===== src/rtl/seven_seg_scanner_pkg.sv =====
// Shared constants, state encoding and buffer payload for the seven-segment scanner.
package seven_seg_scanner_pkg;

  localparam int unsigned NUM_DIGITS = 4;
  localparam int unsigned NIB_W      = 4;
  localparam int unsigned SEG_W      = 7;
  localparam int unsigned VALUE_W    = NUM_DIGITS * NIB_W;
  localparam int unsigned IDX_W      = $clog2(NUM_DIGITS);

  // Active-low {g,f,e,d,c,b,a}; all segments off.
  localparam logic [SEG_W-1:0] SEG_BLANK = 7'h7F;

  // Active-low hex glyphs, entry n is the pattern for nibble n.
  localparam logic [15:0][SEG_W-1:0] HEX_SEG = {
    7'b0001110,  // F
    7'b0000110,  // E
    7'b0100001,  // d
    7'b1000110,  // C
    7'b0000011,  // b
    7'b0001000,  // A
    7'b0010000,  // 9
    7'b0000000,  // 8
    7'b1111000,  // 7
    7'b0000010,  // 6
    7'b0010010,  // 5
    7'b0011001,  // 4
    7'b0110000,  // 3
    7'b0100100,  // 2
    7'b1111001,  // 1
    7'b1000000   // 0
  };

  typedef enum logic {
    ST_GAP   = 1'b0,
    ST_DRIVE = 1'b1
  } state_e;

  // One host update: digit values, per-digit enables and decimal points.
  typedef struct packed {
    logic [VALUE_W-1:0]    value;
    logic [NUM_DIGITS-1:0] en;
    logic [NUM_DIGITS-1:0] dp;
  } disp_buf_t;

  // Buffers come up showing "0000" on every digit with decimal points off.
  localparam disp_buf_t DISP_BUF_RST = '{value: '0, en: '1, dp: '0};

endpackage


===== src/rtl/seven_seg_scanner_seg_hex_decode.sv =====
// Combinational nibble to active-low seven-segment glyph decoder.
module seven_seg_scanner_seg_hex_decode
  import seven_seg_scanner_pkg::*;
(
  input  logic [NIB_W-1:0] nib_i,
  output logic [SEG_W-1:0] seg_o
);

  // Table lookup of the glyph for this nibble.
  always_comb begin
    seg_o = HEX_SEG[nib_i];
  end

endmodule


===== src/rtl/seven_seg_scanner.sv =====
// Time-multiplexed 4-digit common-anode display scanner with blanking gaps
// and frame-synchronous double buffering of host updates.
module seven_seg_scanner
  import seven_seg_scanner_pkg::*;
#(
  parameter int unsigned ON_CYCLES  = 50000,
  parameter int unsigned GAP_CYCLES = 500
) (
  input  logic                  clk,
  input  logic                  rst,
  input  logic                  load,
  input  logic [VALUE_W-1:0]    value,
  input  logic [NUM_DIGITS-1:0] digit_en,
  input  logic [NUM_DIGITS-1:0] dp_in,
  input  logic                  blank,
  output logic [NUM_DIGITS-1:0] anode,
  output logic [SEG_W-1:0]      seg,
  output logic                  dp,
  output logic                  frame_done
);

  localparam int unsigned MAX_CYC = (ON_CYCLES > GAP_CYCLES) ? ON_CYCLES : GAP_CYCLES;
  localparam int unsigned CNT_W   = $clog2(MAX_CYC + 1);
  localparam logic [CNT_W-1:0] ON_LAST  = CNT_W'(ON_CYCLES - 1);
  localparam logic [CNT_W-1:0] GAP_LAST = CNT_W'((GAP_CYCLES > 0) ? (GAP_CYCLES - 1) : 0);
  localparam logic [IDX_W-1:0] IDX_LAST = IDX_W'(NUM_DIGITS - 1);
  // With no gap phase the scan goes straight from one DRIVE to the next.
  localparam state_e ST_START = (GAP_CYCLES == 0) ? ST_DRIVE : ST_GAP;

  state_e             state_q, state_d;
  logic [IDX_W-1:0]   idx_q, idx_d;
  logic [CNT_W-1:0]   cnt_q, cnt_d;
  disp_buf_t          stage_q, stage_d;
  disp_buf_t          shadow_q, shadow_d;
  logic               pending_q, pending_d;
  logic [NUM_DIGITS-1:0] anode_q, anode_d;
  logic [SEG_W-1:0]   seg_q, seg_d;
  logic               dp_q, dp_d;
  logic               frame_done_q, frame_done_d;

  logic               boundary_c;
  logic               lit_c;
  disp_buf_t          host_c;
  logic [NIB_W-1:0]   nib_c;
  logic [SEG_W-1:0]   glyph_c;

  assign host_c = '{value: value, en: digit_en, dp: dp_in};

  // Nibble for the digit about to be shown, taken from the post-update shadow.
  assign nib_c = shadow_d.value[{idx_d, 2'b00} +: NIB_W];

  seven_seg_scanner_seg_hex_decode u_hex (
    .nib_i (nib_c),
    .seg_o (glyph_c)
  );

  // Scan sequencing, phase counting and staging/shadow buffer updates.
  always_comb begin
    state_d    = state_q;
    idx_d      = idx_q;
    cnt_d      = cnt_q + CNT_W'(1);
    stage_d    = stage_q;
    shadow_d   = shadow_q;
    pending_d  = pending_q;
    boundary_c = (state_q == ST_DRIVE) && (idx_q == IDX_LAST) && (cnt_q == ON_LAST);

    unique case (state_q)
      ST_GAP: begin
        if (cnt_q == GAP_LAST) begin
          state_d = ST_DRIVE;
          cnt_d   = '0;
        end
      end
      ST_DRIVE: begin
        if (cnt_q == ON_LAST) begin
          state_d = ST_START;
          idx_d   = idx_q + IDX_W'(1);
          cnt_d   = '0;
        end
      end
      default: begin
        state_d = ST_START;
      end
    endcase

    // A load landing on the boundary skips staging and goes live immediately.
    if (boundary_c) begin
      if (load) begin
        shadow_d  = host_c;
        pending_d = 1'b0;
      end else if (pending_q) begin
        shadow_d  = stage_q;
        pending_d = 1'b0;
      end
    end else if (load) begin
      stage_d   = host_c;
      pending_d = 1'b1;
    end
  end

  // Pin values for the upcoming cycle, derived from the next scan position.
  always_comb begin
    anode_d      = '1;
    seg_d        = SEG_BLANK;
    dp_d         = 1'b1;
    frame_done_d = boundary_c;
    lit_c        = (state_d == ST_DRIVE) && shadow_d.en[idx_d] && !blank;
    if (lit_c) begin
      anode_d = ~(NUM_DIGITS'(1) << idx_d);
      seg_d   = glyph_c;
      dp_d    = ~shadow_d.dp[idx_d];
    end
  end

  // State, buffers and registered outputs.
  always_ff @(posedge clk) begin
    if (rst) begin
      state_q      <= ST_START;
      idx_q        <= '0;
      cnt_q        <= '0;
      stage_q      <= DISP_BUF_RST;
      shadow_q     <= DISP_BUF_RST;
      pending_q    <= 1'b0;
      anode_q      <= '1;
      seg_q        <= SEG_BLANK;
      dp_q         <= 1'b1;
      frame_done_q <= 1'b0;
    end else begin
      state_q      <= state_d;
      idx_q        <= idx_d;
      cnt_q        <= cnt_d;
      stage_q      <= stage_d;
      shadow_q     <= shadow_d;
      pending_q    <= pending_d;
      anode_q      <= anode_d;
      seg_q        <= seg_d;
      dp_q         <= dp_d;
      frame_done_q <= frame_done_d;
    end
  end

  assign anode      = anode_q;
  assign seg        = seg_q;
  assign dp         = dp_q;
  assign frame_done = frame_done_q;

endmodule


===== config.mk =====
export PLATFORM = sky130hd
export DESIGN_NAME = seven_seg_scanner
export DESIGN_NICKNAME = d
export VERILOG_FILES = /design/src/rtl/seven_seg_scanner_pkg.sv /design/src/rtl/seven_seg_scanner_seg_hex_decode.sv /design/src/rtl/seven_seg_scanner.sv
export SDC_FILE = /design/constraint.sdc
export NUM_CORES = 1
export LEC_CHECK = 0
export BUFFER_PORTS_ARGS = -buffer_cell sky130_fd_sc_hd__clkbuf_2
export CORE_UTILIZATION = 60
export DETAILED_ROUTE_END_ITERATION = 10
export HOLD_SLACK_MARGIN = 0.05
export PLACE_DENSITY_LB_ADDON = 0.2
export SKIP_CTS_REPAIR_TIMING = 1
export SLEW_MARGIN = 20
export SYNTH_ARGS = -nofsm -noshare
export SYNTH_HDL_FRONTEND = slang
export SYNTH_SLANG_ARGS = --single-unit

===== constraint.sdc =====
create_clock -name clk -period 8.5 [get_ports clk]
set_input_delay 1.275 -clock clk [delete_from_list [all_inputs] [get_ports clk]]
set_output_delay 1.275 -clock clk [all_outputs]
set_load 0.01 [all_outputs]

==> results of run 1 <==
==> synthesized netlist by cell type, types with 6 or more instances <==
cell type	n	area (um^2)
and2_0	8	50.05
dfxtp_1	81	1622
xor2_1	8	70.07
nor2_1	47	176.4
xnor2_1	6	52.55
clkbuf_1	17	63.81
inv_1	12	45.04
nand4_1	9	56.30
a21oi_1	39	195.2
nand2b_1	20	125.1
ha_1	8	100.1
nor2b_1	9	56.30
a211oi_1	16	120.1
nand3_1	13	65.06
and2_1	12	75.07
nand2_1	68	255.2
==> how the worst min path moves through the flow <==
stage,from,depth (start not counted),to,slack [ns]
after floorplan,cnt_q[0],1,cnt_q[0],0.42
after global placement,cnt_q[0],1,cnt_q[0],0.43
after detailed placement,cnt_q[0],1,cnt_q[0],0.44
after CTS,stage_q[18],2,stage_q[18],0.46
after global routing,stage_q[11],2,stage_q[11],0.47
final,cnt_q[0],1,cnt_q[0],0.45
==> stage by stage <==
step,instance area [um^2],power [W]
after floorplan,3871,0.0004230
after global placement,4053,0.0004361
after detailed placement,4053,0.0004373
after CTS,4235,0.0007014
after global routing,4239,0.0007234
final,4239,0.0006992
==> logic make-up after synthesis <==
family | synth area share
AOI/OAI and AO/OA | 0.1674
and+or+nand+nor | 0.2912
buffers and inverters | 0.04460
xor gates and xnor gates | 0.03167
muxes | 0.02036
adders and majority gates | 0.02586
DFF | 0.4189
==> routing by layer <==
| layer | part of all wire | GRT usage | wire length [um] | up-vias |
|---|---|---|---|---|
| li1 | - | - | - | 1629 |
| met1 | 0.46 | 0.3331 | 3898 | 1516 |
| met2 | 0.47 | 0.4198 | 3921 | 85 |
| met3 | 0.053 | 0.06923 | 441 | 15 |
| met4 | 0.015 | 0.09123 | 127 | 0 |
| met5 | 0 | 0 | 0 | - |
==> final cells by class <==
class / instances / area share
multi-input combinational: 338 / 0.4909
inverter: 12 / 0.01063
clock inverter: 4 / 0.01063
timing repair buffer: 42 / 0.05077
clock buffer: 10 / 0.03247
tap: 75 / 0.02214
sequential: 81 / 0.3825
==> sequential cells by signal, indices dropped and copies added, names as in the netlist <==
register and count:
seg 7, idx_q 2, dp 1, frame_done 1, anode 4, state_q 1, stage_q 24, cnt_q 16
shadow_q 24, pending_q 1
==> power breakdown <==
part | total [W] | switching [W] | internal [W]
logic | 0.0000372 | 0.0000232 | 0.0000140
clock network | 0.000270 | 0.000131 | 0.000139
registers | 0.000392 | 0.00000445 | 0.000387
==> impl_metrics.py, run 1 <==
metrics = {
    "global_routing": {
        "grt-ovfl-total": 0,
        "grt_usage": 0.2600,
        "grt_pass1_wl_um": 13270,
        "grt_max_degree": 54,
        "grt_pass1_vias": 2912,
        "antenna_found_initial": 0,
    },
    "setup_path": {
        "crit_path_frequent_cell": "nand2_1",
        "criticalPathCategory": "input pin to register",
        "r2r_end": "seg[5]",
        "cp_top_family": "buffers and inverters",
        "worstReg2RegStart": "cnt_q[0]",
        "cp-start-kind": "input pin",
        "cp-end-kind": "register",
        "critPathArrivalTime_ns": 4.29,
        "cp_max_fo": 23,
        "crit_chain": "clkbuf_2, nand2_1, nor3_2, buf_4, a211oi_1, a221oi_2, inv_1, ha_1, mux2_1, nand2_1, o211ai_1",
        "cp.depth": 11,
        "r2r_setup_slack_ns": 4.45,
        "slowest_stage": "a221oi_2",
        "timing.critical_path.buf_inv": 3,
        "critPathLaunch": "load",
        "slowest_delay_ns": 0.58,
        "reg2regPathDepth": 12,
        "critical_path_required_ns": 8.71,
        "endpoint": "seg[5]",
    },
    "layout": {
        "area_growth_syn_to_layout_pct": 9.502,
        "final_core_util": 0.6994,
        "final_cell_mix": "dfxtp_1 (81), nand2_1 (68), nor2_1 (47)",
        "final_common_cell": "dfxtp_1",
        "ff_latch_area_mm2": 0.001622,
        "multi_input_area_mm2": 0.002081,
        "nets": 520,
        "fillers": 482,
        "antennaDiodeCount": 0,
        "stdcell_count": 562,
        "drive_above_1_share": 0.1602,
    },
    "synth": {
        "synth-warning-count": 0,
        "synth.distinct_cells": 57,
        "synth_edf_count": 0,
        "synthFlopType": "dfxtp_1",
        "ys_ff_latch": 81,
        "yosysSeqAreaShare": 0.4189,
        "syn-instance-count": 458,
        "netlist_area_mm2": 0.003871,
        "syn-num-nets": 494,
        "avgSynthCellArea_um2": 8.452,
        "postSynth.asyncResetShare": 0,
    },
    "sta": {
        "setup_ws_ns": 4.426,
        "min_period_over_period": 0.4793,
        "hold_violations": 0,
        "fin_skew_ns": 0.009285,
        "fmax_mhz": 245.5,
        "drv_slew": 0,
        "rsz0062_at_grt": "no",
        "slew_headroom": 0.3031,
        "hold-worst-slack_ns": 0.4547,
        "finalCriticalPeriod_ns": 4.074,
        "fin_setup_tns_ns": 0,
        "setup_viol": 0,
        "tightestPinTransition_ns": 1.045,
    },
    "hold_path": {
        "holdCritPathClass": "register to register",
    },
    "clock_network": {
        "cts_tree": "yes",
        "cts_root_buf": "clkbuf_8",
        "clk_latency_ns": 0.35,
        "clk_pin_slew_ns": 0.07,
        "cts.sinks": 81,
        "cts_buffer_depth": 2,
        "cts_buffers": 9,
        "htree_levels": 3,
    },
    "floorplan": {
        "die_y_um": 82.33,
        "core_mm2": 0.006061,
        "io_pins": 41,
        "die_w_um": 82.33,
        "start_util": 0.6387,
        "die_area_mm2": 0.006777,
        "rows": 28,
    },
    "route": {
        "vias_per_cell": 5.774,
        "dr.pass1.iters": 4,
        "drc": 0,
        "vias": 3245,
        "drt_iter0_drc": 261,
        "routed_wirelength_um": 8389,
        "antenna_left": 0,
        "wl_per_cell_um": 14.93,
    },
    "placement": {
        "dp_cells": 548,
        "gp_congestion": 0.8038,
        "dpl.hpwl_um": 5625,
        "io_buffers": 40,
        "place_ws_ns": 4.137,
    },
    "flow_run": {
        "maxCapViolCount": 0,
    },
    "power_and_ir_drop": {
        "p_leak_nw": 1.631,
        "power-per-cell-area_mw_per_mm2": 164.9,
        "max-vdd-ir-drop_v": 0.0001310,
    },
    "run_status": {
        "status": "finished clean",
    },
}
(Power assumes the default switching activity.)
==> run 2, diff against run 1 <==
Settings changed: CORE_UTILIZATION 60 to 58.
Clock period 8.5 ns to 3.8 ns, I/O delays scaled along.
==> run 2 against run 1 <==
  * Sequential power up 120%
  * Register-to-register slack worse by 4.1 ns
  * Total power up 130%
  * Global-route usage up 0.098 points
  * Clock skew up 0.00086 ns
  * Wire length up 4.1%
  * Combinational power up 120%
  * Sequential cell count unchanged
  * Critical path depth up 1
  * Clock power rose to 2.5 times the previous value
  * Hold slack worse by 0.0091 ns
  * Critical endpoint is now seg[1]
==> impl_metrics.py, run 2 (same netlist as run 1, synthesis figures left out) <==
metrics = {
    "run_status": {
        "status": "finished clean",
    },
    "global_routing": {
        "grt_pass1_wl_um": 14660,
        "antenna_found_initial": 0,
        "grt-ovfl-total": 0,
        "grt_usage": 0.2610,
        "grt_pass1_vias": 3172,
        "grt_max_degree": 53,
    },
    "floorplan": {
        "die_w_um": 83.70,
        "start_util": 0.6062,
        "core_mm2": 0.006386,
        "die_y_um": 83.70,
        "die_area_mm2": 0.007005,
        "rows": 29,
        "io_pins": 41,
    },
    "layout": {
        "final_area_mm2": 0.004337,
        "drive_above_1_share": 0.1767,
        "final_common_cell": "dfxtp_1",
        "final_core_util": 0.6791,
        "area_growth_syn_to_layout_pct": 12.02,
        "fillers": 549,
        "stdcell_count": 575,
        "top_regs": "shadow_q: 24 flops, stage_q: 24 flops, cnt_q: 16 flops",
        "nets": 529,
        "multi_input_area_mm2": 0.002081,
        "final_cell_mix": "dfxtp_1 (81), nand2_1 (68), nor2_1 (47)",
        "antennaDiodeCount": 0,
        "ff_latch_area_mm2": 0.001622,
    },
    "clock_network": {
        "htree_levels": 3,
        "clk_pin_slew_ns": 0.08,
        "clk_latency_ns": 0.35,
        "cts_root_buf": "clkbuf_8",
        "cts_buffers": 9,
        "cts.sinks": 81,
        "cts_buffer_depth": 2,
        "cts_tree": "yes",
    },
    "route": {
        "drt_iter0_drc": 185,
        "drc": 0,
        "dr.pass1.iters": 4,
        "vias_per_cell": 5.689,
        "vias": 3271,
        "wl_per_cell_um": 15.18,
        "routed_wirelength_um": 8731,
        "antenna_left": 0,
    },
    "sta": {
        "fmax_mhz": 290.8,
        "hold-worst-slack_ns": 0.4456,
        "hold_violations": 0,
        "slew_headroom": 0.3578,
        "drv_slew": 0,
        "fin_setup_tns_ns": 0,
        "finalCriticalPeriod_ns": 3.439,
        "rsz0062_at_grt": "no",
        "min_period_over_period": 0.9051,
        "tightestPinTransition_ns": 0.9633,
        "fin_skew_ns": 0.01015,
        "setup_viol": 0,
    },
    "setup_path": {
        "r2r_setup_slack_ns": 0.36,
        "critical_path_required_ns": 4.04,
        "cp-end-kind": "register",
        "cp-start-kind": "register",
        "criticalPathCategory": "register to register",
        "cp_max_fo": 10,
        "critPathArrivalTime_ns": 3.68,
    },
    "hold_path": {
        "holdCritPathClass": "input pin to register",
    },
    "placement": {
        "placed_cell_area_mm2": 0.004123,
        "dp_cells": 559,
        "io_buffers": 40,
        "gp_congestion": 0.9005,
        "dpl.hpwl_um": 6109,
    },
    "power_and_ir_drop": {
        "power-per-cell-area_mw_per_mm2": 378.1,
        "max-vdd-ir-drop_v": 0.0003201,
        "p_leak_nw": 1.687,
    },
    "flow_run": {
        "maxCapViolCount": 0,
    },
}
[run 2: routing by layer]
metal / routed length [um] / GRT usage
met2: 4069 / 0.4080
met4: 180 / 0.1186
met3: 411 / 0.03660
met5: 0 / 0
met1: 4069 / 0.3577
[run 2: metrics by stage]
| stage | total power (W) | setup slack, ns |
|---|---|---|
| 2_1_floorplan | 0.0009463 | 0.7747 |
| 3_3_place_gp | 0.0009777 | 0.4105 |
| 3_5_place_dp | 0.0009806 | 0.3783 |
| 4_1_cts | 0.001640 | 0.3615 |
| 5_1_grt | 0.001696 | 0.07750 |
| 6_report | 0.001640 | 0.3607 |
[run 2: path summary, 6_finish.rpt]
| kind | start | to | depth (start not counted) |
|---|---|---|---|
| max | cnt_q[0] | seg[1] | 12 |
| min | digit_en[2] | stage_q[6] | 3 |
| max reg2reg | cnt_q[0] | seg[1] | 12 |
| min reg2reg | cnt_q[0] | cnt_q[0] | 1 |
[run 2: final cells by class]
cell class	count	share of cell area
tap	77	0.02222
clock buffer	10	0.02943
multi-input combinational	338	0.4798
inverter	12	0.01039
clock inverter	6	0.01904
sequential	81	0.3739
timing repair buffer	51	0.06520
[run 2: critical path, stage by stage (launching register included)]
cell,delay (ns)
dfxtp_1,0.35
ha_1,0.21
and3_1,0.29
nand3_2,0.16
nor3_2,0.65
a211oi_1,0.20
a22o_1,0.30
a221oi_4,0.28
inv_1,0.16
ha_1,0.31
inv_1,0.05
mux2i_1,0.06
a211o_1,0.29
[run 2: power breakdown]
part	internal, W	switching, W
registers	0.000866	0.0000125
clock network	0.000367	0.000311
logic	0.0000324	0.0000504
total	0.00127	0.000374
